[config.mk]
export PLATFORM = sky130hd
export DESIGN_NAME = mdio_phy_init
export DESIGN_NICKNAME = d
export VERILOG_FILES = /design/src/rtl/mdio_phy_init.sv
export SDC_FILE = /design/constraint.sdc
export NUM_CORES = 1
export LEC_CHECK = 0
export BUFFER_PORTS_ARGS = -buffer_cell sky130_fd_sc_hd__buf_2
export CAP_MARGIN = 20
export CORE_MARGIN = 5
export CORE_UTILIZATION = 30
export CTS_CLUSTER_SIZE = 40
export DETAILED_ROUTE_END_ITERATION = 7
export MAX_ROUTING_LAYER = met4
export SLEW_MARGIN = 10
export SYNTH_ARGS = -nofsm -noshare
export SYNTH_HDL_FRONTEND = slang
export SYNTH_SLANG_ARGS = --single-unit
[constraint.sdc]
create_clock -name clock -period 6 [get_ports clock]
set_input_delay 0.9 -clock clock [delete_from_list [all_inputs] [get_ports clock]]
set_output_delay 0.9 -clock clock [all_outputs]
set_load 0.01 [all_outputs]
[src/rtl/mdio_phy_init.sv]
// PHY bring-up sequencer: holds the PHY in reset, waits for it to settle, then
// issues a small table of clause-22 MDIO register writes and reports completion.
// state      | meaning
// RESET_HOLD | phy_resetn low while the timer runs
// SETTLE     | phy_resetn high, waiting before the first frame
// LOAD       | build the frame for table entry idx
// SHIFT      | clock the frame out, one bit per MDC period
// GAP        | MDC idle between frames
// DONE       | sequence complete, waiting for restart
module mdio_phy_init #(
  parameter int unsigned HALF_PERIOD   = 32,
  parameter int unsigned RESET_CYCLES  = 1250000,
  parameter int unsigned SETTLE_CYCLES = 2500000,
  parameter logic [4:0]  PHY_ADDR      = 5'h00,
  parameter int unsigned NUM_WRITES    = 2,
  parameter logic [4:0]  REG0          = 5'h00,
  parameter logic [15:0] DATA0         = 16'h1140,
  parameter logic [4:0]  REG1          = 5'h1F,
  parameter logic [15:0] DATA1         = 16'h0000,
  parameter logic [4:0]  REG2          = 5'h00,
  parameter logic [15:0] DATA2         = 16'h0000,
  parameter logic [4:0]  REG3          = 5'h00,
  parameter logic [15:0] DATA3         = 16'h0000
) (
  input  logic clock,
  input  logic reset,
  input  logic restart,
  output logic phy_resetn,
  output logic mdio_scl,
  output logic mdio_sda,
  output logic phy_init_done,
  output logic busy
);

  typedef enum logic [2:0] {RESET_HOLD, SETTLE, LOAD, SHIFT, GAP, DONE} state_t;

  localparam logic [31:0] RESET_T  = 32'(RESET_CYCLES);
  localparam logic [31:0] SETTLE_T = 32'(SETTLE_CYCLES);
  localparam logic [31:0] HALF_T   = 32'(HALF_PERIOD);
  localparam logic [31:0] GAP_T    = 32'(4 * HALF_PERIOD);
  localparam logic [2:0]  NUM_W    = 3'(NUM_WRITES);

  state_t      state, state_nxt;
  logic [31:0] timer, timer_nxt;
  logic [2:0]  idx, idx_nxt, idx_inc;
  logic [6:0]  half_cnt, half_cnt_nxt;
  logic [63:0] shreg, shreg_nxt;
  logic        resetn_nxt, scl_nxt, sda_nxt, done_nxt;
  logic        timer_expired;
  logic [4:0]  reg_sel;
  logic [15:0] data_sel;
  logic [63:0] frame;

  always_comb begin
    reg_sel  = REG3;
    data_sel = DATA3;
    case (idx)
      3'd0: begin reg_sel = REG0; data_sel = DATA0; end
      3'd1: begin reg_sel = REG1; data_sel = DATA1; end
      3'd2: begin reg_sel = REG2; data_sel = DATA2; end
      default: ;
    endcase
  end

  assign frame         = {32'hFFFF_FFFF, 4'b0101, PHY_ADDR, reg_sel, 2'b10, data_sel};
  assign timer_expired = (timer <= 32'd1);
  assign idx_inc       = idx + 3'd1;

  // shreg holds the bits still to be sent, next bit in [63]; mdio_scl doubles as the phase flag
  always_comb begin
    state_nxt    = state;
    timer_nxt    = timer;
    idx_nxt      = idx;
    half_cnt_nxt = half_cnt;
    shreg_nxt    = shreg;
    resetn_nxt   = phy_resetn;
    scl_nxt      = mdio_scl;
    sda_nxt      = mdio_sda;
    done_nxt     = phy_init_done;
    case (state)
      RESET_HOLD: begin
        if (timer_expired) begin
          state_nxt  = SETTLE;
          timer_nxt  = SETTLE_T;
          resetn_nxt = 1'b1;
        end else begin
          timer_nxt = timer - 32'd1;
        end
      end
      SETTLE: begin
        if (timer_expired) begin
          if (NUM_W == 3'd0) begin
            state_nxt = DONE;
            done_nxt  = 1'b1;
          end else begin
            state_nxt = LOAD;
          end
        end else begin
          timer_nxt = timer - 32'd1;
        end
      end
      LOAD: begin
        state_nxt    = SHIFT;
        timer_nxt    = HALF_T;
        half_cnt_nxt = 7'd127;
        shreg_nxt    = {frame[62:0], 1'b0};
        scl_nxt      = 1'b0;
        sda_nxt      = frame[63];
      end
      SHIFT: begin
        if (!timer_expired) begin
          timer_nxt = timer - 32'd1;
        end else if (half_cnt == 7'd0) begin
          state_nxt = GAP;
          timer_nxt = GAP_T;
          scl_nxt   = 1'b0;
          sda_nxt   = 1'b1;
        end else begin
          half_cnt_nxt = half_cnt - 7'd1;
          timer_nxt    = HALF_T;
          if (!mdio_scl) begin
            scl_nxt = 1'b1;
          end else begin
            scl_nxt   = 1'b0;
            sda_nxt   = shreg[63];
            shreg_nxt = {shreg[62:0], 1'b0};
          end
        end
      end
      GAP: begin
        if (timer_expired) begin
          idx_nxt = idx_inc;
          if (idx_inc < NUM_W) begin
            state_nxt = LOAD;
          end else begin
            state_nxt = DONE;
            done_nxt  = 1'b1;
          end
        end else begin
          timer_nxt = timer - 32'd1;
        end
      end
      DONE: begin
        if (restart) begin
          state_nxt  = RESET_HOLD;
          timer_nxt  = RESET_T;
          idx_nxt    = 3'd0;
          resetn_nxt = 1'b0;
          done_nxt   = 1'b0;
        end
      end
      default: begin
        state_nxt = RESET_HOLD;
        timer_nxt = RESET_T;
      end
    endcase
  end

  always_ff @(posedge clock or posedge reset) begin
    if (reset) begin
      state         <= RESET_HOLD;
      timer         <= RESET_T;
      idx           <= 3'd0;
      half_cnt      <= 7'd0;
      shreg         <= '0;
      phy_resetn    <= 1'b0;
      mdio_scl      <= 1'b0;
      mdio_sda      <= 1'b1;
      phy_init_done <= 1'b0;
      busy          <= 1'b1;
    end else begin
      state         <= state_nxt;
      timer         <= timer_nxt;
      idx           <= idx_nxt;
      half_cnt      <= half_cnt_nxt;
      shreg         <= shreg_nxt;
      phy_resetn    <= resetn_nxt;
      mdio_scl      <= scl_nxt;
      mdio_sda      <= sda_nxt;
      phy_init_done <= done_nxt;
      busy          <= ~done_nxt;
    end
  end

endmodule

Yosys cells after proc, flatten, opt, wreduce, memory -nomap -nowiden --
Cells that the tools add are included.
Storage, ports and cells: memory bits (writable) 0, logic and storage cells 87, bits in registers 114, bits in read-only memories 0, latch bits 0, input bits 3, memories 0
Cells by class: bitwise operators 1, shift-type cells 0, reductions and logical operators 15, order comparisons 2, divide/modulo/power cells 0, multiplexer cells 40, add/sub/neg operators 3, multiply operators 0, equal/unequal tests 16
Operators by type and width (count):
- 2-to-1 mux 64 bit | 3
- case mux 32 bit (5 select lines) | 1
- 2-to-1 mux 32 bit | 4
- case mux 64 bit (2 select lines) | 1
- less-or-equal comparator 32 x 1 -> 1 bit (second input constant) | 1
- subtractor 32 x 1 -> 32 bit (second input constant) | 1
- 2-to-1 mux 3 bit | 8
- inequality test 2 bit (second input constant) | 9
- case mux 3 bit (6 select lines) | 1
- 2-to-1 mux 7 bit | 2
- case mux 7 bit (2 select lines) | 1
- 2-to-1 mux 13 bit | 1
- AND reduction 3 bit | 4
- 2-to-1 mux 1 bit | 11
- 2-to-1 mux 8 bit | 1
- case mux 1 bit (2 select lines) | 4
- logical NOT 7 bit | 1
- subtractor 7 x 1 -> 7 bit (second input constant) | 1
- == test 3 x 1 -> 1 bit (second input constant) | 2
- == test 3 x 2 -> 1 bit (second input constant) | 2
- == test 3 bit (second input constant) | 2
- logical NOT 3 bit | 2
- case mux 3 bit (2 select lines) | 1
- AND reduction 6 bit | 1
- 9 further kinds | 12

Logic depth before layout (Yosys ltp) --
word-level depth 6, mapped depth 9, mapped depth without buffers 8

Least setup slack after synthesis --
No wires, ideal clock.
kind reg-to-reg, from register half_cnt[0], to register shreg[10], stages on the path, launching flop included 10, path buffers 2, path slack 3660 ps, arrival time 2219 ps, data required time 5879 ps, cells stage by stage dfrtp_1 inv_1 ha_1 and4b_1 clkbuf_1 nor4_4 nand2_1 a21o_1 buf_2 a22o_1
On the way: word-level cells in the longest chain between the ends 3
RTL lines:
- start: declaration | RTL line 46 | logic [6:0] half_cnt, half_cnt_nxt;
- start signal: assignment | RTL line 175 | half_cnt <= half_cnt_nxt;
- logical NOT 7 bit | RTL line 113 | end else if (half_cnt == 7'd0) begin
- inequality test 2 bit (no line)
- AND reduction 4 bit (no line)
- end signal: assignment | RTL line 176 | shreg <= shreg_nxt;
- end: declaration | RTL line 47 | logic [63:0] shreg, shreg_nxt;
Every way passes these cells. A chain may end at the register's enable or synchronous reset.

Final worst setup path --
from register timer[8], to register timer[27]
On the way: word-level cells in the longest chain between the ends 3, elaborated cells on any way between the ends 8, classes of those cells add/sub: 1; order compare: 1; eq/ne: 1; mux: 4; reduce/logical: 1
RTL lines:
- start: declaration | RTL line 44 | logic [31:0] timer, timer_nxt;
- start signal: assignment | RTL line 173 | timer <= timer_nxt;
- subtractor 32 x 1 -> 32 bit or less-or-equal comparator 32 x 1 -> 1 bit (tied branches)
- 2-to-1 mux 32 bit (tied with other cells) | RTL line 91, 131
- case mux 32 bit (5 select lines) or AND reduction 2 bit (tied branches)
Several ways; a longest one is shown, not always the timed one. The select of a mux whose other input is x is not followed.

==> flow_summary_export.csv <==
group,metric,value,unit
synth,synthTopCellsByArea,"dfrtp_1 (48%), o22a_1 (6.4%), dfstp_2 (5.2%), a22o_1 (3.6%), o21ai_0 (3.1%)",
cts,cts_resized,0,
timing,fmax,340,MHz
synth,netlist.area_leader.share,0.477,
finish,syn_to_final_growth,10.9,%
setup_path,worstSetupPathType,"reg -> reg",
cts,root_buffer,"clkbuf_16",
timing,finalSetupViolCount,0,
finish,drive_above_1_share,0.126,
die,die_w,140,um
routing,routed_wirelength,10900,um
synth,yosysTopAreaCell,"dfrtp_1",
power,leakage,2.47,nW
timing,fin_skew,0.00901,ns
routing,viasPerCell,5.31,
finish,nFillCells,1703,
setup_path,critical_path_required,6.22,ns
setup_path,end_kind,"register",
min_path,hold_path_depth,1,
finish,final_cell_mix,"dfrtp_1 (97), nor2_1 (41), o22a_1 (37)",
min_path,hp-class,"reg -> reg",
cts,cts_tree,"done",
timing,worstMarginPinSlew,0.878,ns
synth,synth-seq-cells,107,
setup_path,rrSetupSlack,3.06,ns
setup_path,r2r-start,"timer[8]",
die,initial_core_util,0.307,
setup_path,r2r-end,"timer[27]",
routing,first_pass_iters,5,
global_route,gr-total-overflow,0,
place,hpwl,7140,um
min_path,hp-start,"shreg[59]",
global_route,antenna_found_initial,0,
synth,ys_seq_area_frac,0.529,
die,die_h,140,um
routing,drc_errors,0,
setup_path,r2r_cells,6,
setup_path,critical_path.max_fanout,16,
die,rows,47,
cts,htree_levels,3,
place,port_buffers,7,
synth,ys_async_sr_fraction,1.00,
finish,design_area,5640,sq um
timing,maxSlewViolCount,0,
synth,syn_avg_cell_area,10.6,sq um
synth,synth_edf_count,0,
synth,syn_area,5090,sq um
synth,synth_cell_type_count,61,
place,gp_routability_congestion,0.887,
routing,dr.first_iter.drc_count,318,
cts,clk_latency,0.36,ns
place,place_ws,3.03,ns
global_route,grt_start_max_net_pins,81,
timing,setup_ws,3.06,ns
timing,finalCritPeriodShare,0.490,
timing,hold_viol,0,
finish,fin_nets,482,
place,dpl.cell_count,681,
power,p_per_area,237,nW/um^2
cts,holdBufCountCts,0,
status,status,"finished clean",
setup_path,cp.arrival,3.16,ns
setup_path,startpoint_type,"register",
timing,rsz0062_at_grt,"false",
global_route,grt_pass1_wl,18800,um
min_path,min_to,"shreg[59]",
timing,period_needed,2.94,ns
run,cap_violations,0,
routing,dr_total_vias,3707,
power,ir_worst_vdd,0.143,mV
finish,antenna_cells,0,
routing,ant_nets,0,
synth,synth_warnings,0,
cts,clock-sinks,107,
timing,relSlewSlack,0.415,
cts,clockBufferDepth,2,
cts,cts_buffers,9,
die,ioPinCount,8,
power,total_power,0.00134,W
finish,fin_cells,698,
synth,ys.flop_type,"dfrtp_1",
routing,wl_per_cell,15.5,um
timing,tns,0,ns
cts,cts.reportedPaths.clkPinSlew,0.07,ns
place,dpl_cell_area,5310,sq um
die,die-area,19700,sq um
die,coreArea,16600,sq um
global_route,grt_pass1_vias,3584,
global_route,grt_usage,0.120,
synth,synth_cells,479,
synth,synth_nets,488,
cts,postCtsSetupRepairBufs,0,
finish,final_common_cell,"dfrtp_1",
[kinds of logic (layout without fill, tap and decap cells)]
logic type               count (synthesis)  in the layout  share of synthesized area
flip-flops                             107            107                      0.529
XOR/XNOR                                14             14                     0.0241
adder cells (fa/ha/maj)                  6              6                     0.0148
buffers and inverters                   46             45                     0.0374
AND/OR/NAND/NOR                        150            150                      0.165
AO/OA/AOI/OAI                          150            150                      0.217
multiplexers                             6              6                     0.0121
[synthesized netlist by cell type, types with 2 or more instances]
master and n:
nor3_1 13, or3_1 10, a31oi_1 4, nand2b_1 2, nor4b_1 4, mux2i_1 5, nor4_4 2, dfrtp_1 97
o221a_1 3, xnor2_1 8, buf_2 8, o41ai_1 2, a21o_1 4, o21ai_1 4, nor2_1 41, nand2_1 23
ha_1 6, nor3_2 2, and2_1 3, nor4_2 2, nor2b_1 2, o22a_1 37, or4_1 2, nand3_1 17
inv_1 15, a32o_1 2, nand4_1 5, buf_4 2, o21ai_0 32, clkbuf_1 21, o22ai_1 2, a22oi_1 3
o221a_2 4, o31ai_1 4, a21oi_1 19, nor4_1 10, dfstp_2 10, xor2_1 6, a22o_1 21
[sequential cells by signal, indices dropped and copies added, names as in the netlist, named ones only]
| name | count |
|---|---|
| half_cnt | 7 |
| mdio_sda | 1 |
| idx | 3 |
| busy | 1 |
| state | 3 |
| mdio_scl | 1 |
| timer | 32 |
| shreg | 57 |
| phy_resetn | 1 |
[per-stage QoR]
stage / hold slack (ns) / utilization
2_1_floorplan: 0.453 / -
3_3_place_gp: 0.471 / 0.320
3_5_place_dp: 0.478 / 0.320
4_1_cts: 0.495 / 0.339
5_1_grt: 0.512 / 0.340
6_report: 0.492 / 0.340
[where the power goes]
group | total [W] | internal [W] | switching [W]
logic | 0.0000175 | 0.00000292 | 0.0000145
registers | 0.000721 | 0.000721 | 0
clock network | 0.000599 | 0.000306 | 0.000292
[routing by layer]
metal / GRT usage / up-vias / share of wire
met5: - / - / 0
met4: 0.0388 / 0 / 0.016
met3: 0.0344 / 13 / 0.048
met2: 0.174 / 69 / 0.46
met1: 0.162 / 1853 / 0.48
li1: - / 1772 / -
[critical path: stages (launching register included)]
cell and delay [ns]:
dfrtp_1 0.47, nor3_4 0.33, nand4_2 0.31, or4_1 0.58, nand2_1 0.42, and2_1 0.57, nor3_1 0.12
[area by class of cell]
class | count | area (sq um) | area share
Clock buffer | 10 | 239 | 0.0424
Sequential cell | 107 | 2690 | 0.477
Timing Repair Buffer | 14 | 108 | 0.0191
Clock inverter | 6 | 65.1 | 0.0115
Multi-Input combinational cell | 326 | 2210 | 0.391
Inverter | 15 | 58.8 | 0.0104
Tap cell | 220 | 275 | 0.0488
[worst max path at each step]
| stage | to | cells past startpoint | startpoint |
|---|---|---|---|
| after global routing | timer[15] | 6 | timer[5] |
| after CTS | timer[27] | 6 | timer[28] |
| after global placement | timer[27] | 6 | timer[28] |
| after floorplan | asynchronous set/reset pin | 1 | reset |
| final | timer[27] | 6 | timer[8] |
| after detailed placement | timer[27] | 6 | timer[28] |
Power figures use the tool's default switching activity.
